### src/rtl/vga_timing_gen.sv
// VGA raster timing: pixel/line counters with registered blank/sync decode
// and frame bookkeeping. All state advances only on pix_en edges.
module vga_timing_gen #(
    parameter int H_VISIBLE = 640,
    parameter int H_FP      = 16,
    parameter int H_SYNC    = 96,
    parameter int H_BP      = 48,
    parameter int V_VISIBLE = 480,
    parameter int V_FP      = 10,
    parameter int V_SYNC    = 2,
    parameter int V_BP      = 33
) (
    input  logic       vga_clk,
    input  logic       reset,
    input  logic       pix_en,
    output logic [9:0] DrawX,
    output logic [9:0] DrawY,
    output logic       blank,
    output logic       hs,
    output logic       vs,
    output logic       frame_start,
    output logic       line_end,
    output logic [7:0] frame_count
);

    localparam int H_TOTAL = H_VISIBLE + H_FP + H_SYNC + H_BP;
    localparam int V_TOTAL = V_VISIBLE + V_FP + V_SYNC + V_BP;

    localparam logic [9:0] H_LAST   = 10'(H_TOTAL - 1);
    localparam logic [9:0] V_LAST   = 10'(V_TOTAL - 1);
    localparam logic [9:0] H_VIS    = 10'(H_VISIBLE);
    localparam logic [9:0] V_VIS    = 10'(V_VISIBLE);
    localparam logic [9:0] HS_START = 10'(H_VISIBLE + H_FP);
    localparam logic [9:0] HS_END   = 10'(H_VISIBLE + H_FP + H_SYNC);
    localparam logic [9:0] VS_START = 10'(V_VISIBLE + V_FP);
    localparam logic [9:0] VS_END   = 10'(V_VISIBLE + V_FP + V_SYNC);

    logic [9:0] hc, vc, hc_nxt, vc_nxt;
    logic       h_wrap, v_wrap, f_wrap;

    always_comb begin
        h_wrap = (hc == H_LAST);
        v_wrap = (vc == V_LAST);
        f_wrap = h_wrap && v_wrap;
        hc_nxt = h_wrap ? 10'd0 : hc + 10'd1;
        vc_nxt = vc;
        if (h_wrap)
            vc_nxt = v_wrap ? 10'd0 : vc + 10'd1;
    end

    // Decode from next-state counts so the registered flags line up with
    // the DrawX/DrawY they describe, with no one-pixel skew.
    always_ff @(posedge vga_clk) begin
        if (reset) begin
            hc          <= '0;
            vc          <= '0;
            frame_count <= '0;
            blank       <= 1'b0;
            hs          <= 1'b1;
            vs          <= 1'b1;
            frame_start <= 1'b0;
        end else if (pix_en) begin
            hc          <= hc_nxt;
            vc          <= vc_nxt;
            blank       <= (hc_nxt < H_VIS) && (vc_nxt < V_VIS);
            hs          <= !((hc_nxt >= HS_START) && (hc_nxt < HS_END));
            vs          <= !((vc_nxt >= VS_START) && (vc_nxt < VS_END));
            frame_start <= f_wrap;
            if (f_wrap)
                frame_count <= frame_count + 8'd1;
        end else begin
            frame_start <= 1'b0;
        end
    end

    assign DrawX    = hc;
    assign DrawY    = vc;
    assign line_end = (hc == H_LAST) && pix_en;

endmodule

### config.mk
export PLATFORM = sky130hd
export DESIGN_NAME = vga_timing_gen
export DESIGN_NICKNAME = d
export VERILOG_FILES = /design/src/rtl/vga_timing_gen.sv
export SDC_FILE = /design/constraint.sdc
export NUM_CORES = 1
export LEC_CHECK = 0
export ABC_CLOCK_PERIOD_IN_PS = 4500
export BUFFER_PORTS_ARGS = -buffer_cell sky130_fd_sc_hd__buf_2
export CAP_MARGIN = 10
export CELL_PAD_IN_SITES_DETAIL_PLACEMENT = 0
export CELL_PAD_IN_SITES_GLOBAL_PLACEMENT = 2
export CORE_ASPECT_RATIO = 2
export CORE_UTILIZATION = 34
export CTS_CLUSTER_SIZE = 24
export DETAILED_ROUTE_END_ITERATION = 16
export PLACE_DENSITY = 0.83
export RECOVER_POWER = 25
export SLEW_MARGIN = 20
export SYNTH_ARGS = -nofsm -noshare
export SYNTH_HDL_FRONTEND = slang
export SYNTH_SLANG_ARGS = --single-unit
### constraint.sdc
create_clock -name vga_clk -period 4.5 [get_ports vga_clk]
set_input_delay 0.45 -clock vga_clk [delete_from_list [all_inputs] [get_ports vga_clk]]
set_output_delay 0.45 -clock vga_clk [all_outputs]
set_load 0.005 [all_outputs]
# After elaboration in Yosys (flattened, before gate mapping)
# Index checks and enable logic that the tools add are counted.
# word_totals
wordCells	31
output_inout_bits	33
reg_bits	32
in_bits	3
# classes
muxes	3
add_sub_neg	3
n_bitwise	1
eq_ne	2
n_reduce_logical	9
n_lt_le_gt_ge	6
# ops
cell	n
$mux W10	3
$add A10 B1 Y10 const B	2
$eq A10 B10 Y1 const B	2
$lt A10 B10 Y1 const B	2
$lt A10 B9 Y1 const B	2
$ge A10 B10 Y1 const B	1
$ge A10 B9 Y1 const B	1
$add A8 B1 Y8 const B	1
$logic_and A1 B1 Y1	5
$logic_not A1 Y1	2
$reduce_and A2 Y1	1
$reduce_or A2 Y1	1
$not A1 Y1	1

# Depth between registers and ports, before layout
# depth
depth_word	6
mapped_depth	8
depth_no_buf	8

# Worst setup path after synthesis
# OpenSTA, ideal clock, no wires.
# synth_path
path_kind	flip-flop to flip-flop
startpoint	reg hc[0], in the netlist DrawX[0]
endpoint	reg vc[4], in the netlist DrawY[4]
t_required_ns	4.430
stages_incl_launch_ff	9
period_less_slack_ns	2.192
slack_ns	2.308
n_path_buf	1
setup_ns	0.070
arrival_time_ns	2.121
cell_sequence	dfxtp_1 ha_1 nand4_1 or4_4 buf_6 clkinv_4 nand2_2 or4_1 a21oi_1
# synth_between
elab_chain_cells	2
# synth_lines
item	line	source
start, declared	38	logic [9:0] hc, vc, hc_nxt, vc_nxt;
start signal, assigned	63	hc <= hc_nxt;
$eq A10 B10 Y1	42	h_wrap = (hc == H_LAST);
$mux W10	47	if (h_wrap)
end signal, assigned	64	vc <= vc_nxt;
end, declared	38	
# Every way passes these cells.
# A chain may end at the register's enable or synchronous reset.

# Worst setup path in the final report
# layout_path
startpoint	reg hc[0], in the netlist DrawX[0]
endpoint	reg hc[9], in the netlist DrawX[9]
# layout_between
elab_chain_cells	2
word_cells_on_any_way	3
classes_between	add/sub (1); eq/ne (1); mux (1)
# layout_lines
item	line	source
$add A10 B1 Y10 / $eq A10 B10 Y1 (equally long branches)	45, 42	
$mux W10 *	45	hc_nxt = h_wrap ? 10'd0 : hc + 10'd1;
# Mark *: on every way between the ends. The rest lies on a longest branch, timed or not.

==> results by group <==
Detailed routing
  • DR iter-0 viols: 30
  • DR WL met2: 2655 µm
  • Routed wire length: 4863 µm
  • Wire length on met1: 1917 µm
  • Detail Route Antenna Nets: 0
  • Avg WL per Cell: 15.10 µm
  • DR top layer: met4
  • Vias per std cell: 5.469
  • DR pass1 iterations: 4
  • DRC: 0
  • Met3 WL: 122 µm
  • Total number of vias: 1761

Logic synthesis
  • Sequential area share after synthesis: 35.04%
  • Post-synthesis cell area: 1828 µm²
  • Number of synthesized flops with an enable pin: 0
  • Ys Warns: 0
  • Syn_nets: 241
  • Top FF cell, synth: dfxtp_1
  • Synth cell types: 52
  • Ys async rst share: 0%
  • Syn Area/Cell: 7.812 µm²
  • Syn Inst Count: 234
  • Seq cells post-synth: 32

GRT
  • Largest net degree at the start of global routing: 34
  • GRT Util Overall: 19.13%
  • First-pass GRT wire length: 7962 µm
  • Initial antenna violation count: 0
  • Vias in the first global route: 1703
  • Total gr overflow: 0

Clock tree
  • Num Clock Sinks: 32
  • TritonCTS buffer count: 5
  • CTS tree: yes
  • Later-pin clock latency in the skew report: 280 ps
  • Post-cts resize count: 0
  • Clock Tree Root: clkbuf_8
  • Post-CTS Setup Inserts: 0
  • H-tree depth: 2
  • # hold bufs at CTS: 0
  • Clock Path Buffers: 2
  • Clk pin slew, worst setup/hold paths: 70 ps

STA
  • Slew headroom: 33.19%
  • Final worst slack: 1829 ps
  • Final worst-path cycle share: 59.37%
  • RSZ-0062 raised after global routing: no
  • Clock Skews: 6.937 ps
  • Slew @ Worst Pin: 996.7 ps
  • Slew Limit Fails: 0
  • Fmax achieved: 374.3 MHz
  • Setup TNS: 0 ps
  • Final hold vios: 0
  • Hold WS: 470.6 ps
  • Min Tclk post-route: 2671 ps
  • Final setup fails: 0

Min path
  • Hold path start: blank
  • Hold WC Path Type: reg -> reg
  • WHS Endpoint: blank
  • Hold path cells: 2

Floorplan
  • Core Region: 5139 µm²
  • Initial core utilization: 35.57%
  • # rows: 37
  • Vert. Die Dim: 105.7 µm
  • Die area: 5692 µm²
  • Chip width: 53.85 µm
  • IO Pins: 36

Outcome
  • Outcome: complete, no violations

Setup path
  • Critical path peak fanout: 17
  • Required @ worst endpoint: 4650 ps
  • R2R Setup Slk: 1830 ps
  • Worst Setup End Kind: register
  • Critical Path Source Type: register
  • Crit Path Class: reg -> reg
  • Worst path arrival time: 2820 ps
  • Worst R2R Path Depth: 7
  • Crit Reg-Reg Startpoint: DrawX[0]
  • Crit Reg-Reg Endpoint: DrawX[9]

Placement
  • Placed inst area: 2013 µm²
  • Final GP Congestion: 0.8121
  • Setup Slack @ Placement: 1799 ps
  • Port bufs: 35
  • HPWL Detailed: 3527 µm

Finish
  • Register area: 640.6 µm²
  • Final Core Density: 40.98%
  • Layout Nets: 271
  • Fillers: 547
  • Layout cell share with drive strength beyond 1: 18.18%
  • Ant diodes: 0
  • Area grow syn2layout: 15.20%
  • Cell area after layout: 2106 µm²
  • Multi-input gate area: 1090 µm²

Power and ir drop
  • PD cells: 258.8 nW/µm²
  • Static Leakage: 0.8004 nW
  • Maximum vdd ir drop: 0.0002113 V

Flow run
  • Maxcap violations: 0
==> worst max path at each step <==
stage	startpoint	end	slack [ps]	cells past startpoint
finish	DrawX[0]	DrawX[9]	1830	7
global route	DrawX[0]	DrawX[9]	1480	7
CTS	DrawX[0]	DrawX[9]	1780	7
detailed placement	DrawX[0]	DrawX[9]	1800	7
global placement	DrawX[0]	DrawX[9]	1900	7
floorplan	DrawX[0]	DrawY[4]	2310	8
==> sequential cells by signal, summed over array words and instances (netlist names) <==
signal / cells
DrawX: 10
DrawY: 10
blank: 1
frame_count: 8
frame_start: 1
hs: 1
vs: 1
==> power breakdown <==
part	total (mW)	switching [mW]	internal (mW)	leakage (nW)
Combinational	0.0162	0.0115	0.00472	0.492
Sequential	0.287	0.00218	0.285	0.258
Clock	0.241	0.105	0.136	0.0503
==> worst max-delay path, stage by stage (launching register included) <==
cell and delay [ps]:
dfxtp_1 410, ha_1 260, nand4_1 270, nor3_2 830
o21ai_0 250, or2_2 320, a22oi_1 140, nor2_1 50
==> Yosys cell counts, types with 2 or more instances <==
| cell | instances | area [µm²] |
|---|---|---|
| a21oi_1 | 14 | 70.07 |
| a22o_1 | 2 | 17.52 |
| a22oi_1 | 2 | 15.01 |
| a31oi_1 | 2 | 12.51 |
| and2_1 | 2 | 12.51 |
| and3_1 | 5 | 31.28 |
| and4_1 | 2 | 17.52 |
| buf_2 | 2 | 10.01 |
| buf_6 | 2 | 22.52 |
| clkbuf_1 | 8 | 30.03 |
| dfxtp_1 | 32 | 640.6 |
| ha_1 | 4 | 50.05 |
| inv_1 | 7 | 26.28 |
| mux2i_1 | 3 | 30.03 |
| nand2_1 | 21 | 78.83 |
| nand3_1 | 9 | 45.04 |
| nand3b_1 | 2 | 15.01 |
| nand4_1 | 9 | 56.30 |
| nand4b_1 | 2 | 17.52 |
| nor2_1 | 35 | 131.4 |
| nor2b_1 | 2 | 12.51 |
| nor3_1 | 10 | 50.05 |
| nor4_1 | 3 | 18.77 |
| o21ai_0 | 11 | 55.05 |
| o31ai_1 | 2 | 15.01 |
| xnor2_1 | 4 | 35.03 |
| xor2_1 | 12 | 105.1 |
==> cell usage in the layout, fill, tap and decap left out, types with 2 or more instances in the layout <==
master    instances
a21oi_1          14
a22o_1            2
a22oi_1           2
a31oi_1           2
and2_1            2
and3_1            5
and4_1            2
buf_2            32
clkbuf_1          3
clkbuf_8          7
dfxtp_1          32
ha_1              4
inv_1             7
mux2i_1           3
nand2_1          21
nand3_1           9
nand3b_1          2
nand4_1           9
nand4b_1          2
nor2_1           35
nor2b_1           2
nor3_1           10
nor4_1            3
o21ai_0          11
o31ai_1           2
xnor2_1           4
xor2_1           12
==> logic make-up (layout without fill, tap and decap cells) <==
group                    count (synthesis)  after routing  share of synthesized area, %
XOR/XNOR                                16             16                         7.666
AND/OR/NAND/NOR                        113            113                         31.42
AO/OA/AOI/OAI                           46             46                         16.15
buffers and inverters                   20             50                         5.339
flip-flops                              32             32                         35.04
adder cells (fa/ha/maj)                  4              4                         2.738
multiplexers                             3              3                         1.643
==> stage by stage <==
| stage | std cells | power, mW |
|---|---|---|
| floorplan | 234 | 0.3042 |
| global placement | 315 | 0.3107 |
| detailed placement | 315 | 0.3108 |
| CTS | 322 | 0.5566 |
| global route | 322 | 0.5697 |
| finish | 322 | 0.5449 |
==> layout make-up <==
cell class | instances | area share [%]
multi-input cells | 182 | 51.75
well taps | 58 | 3.446
flip-flops and latches | 32 | 30.42
inverters | 8 | 1.664
repair buffers | 35 | 8.140
clock buffers | 7 | 4.575
==> metal layers <==
layer,track usage [%],up-vias
li1,-,896
met1,21.12,821
met2,32.54,32
met3,2.597,12
met4,11.09,0
met5,0,-
(Power assumes the default switching activity.)
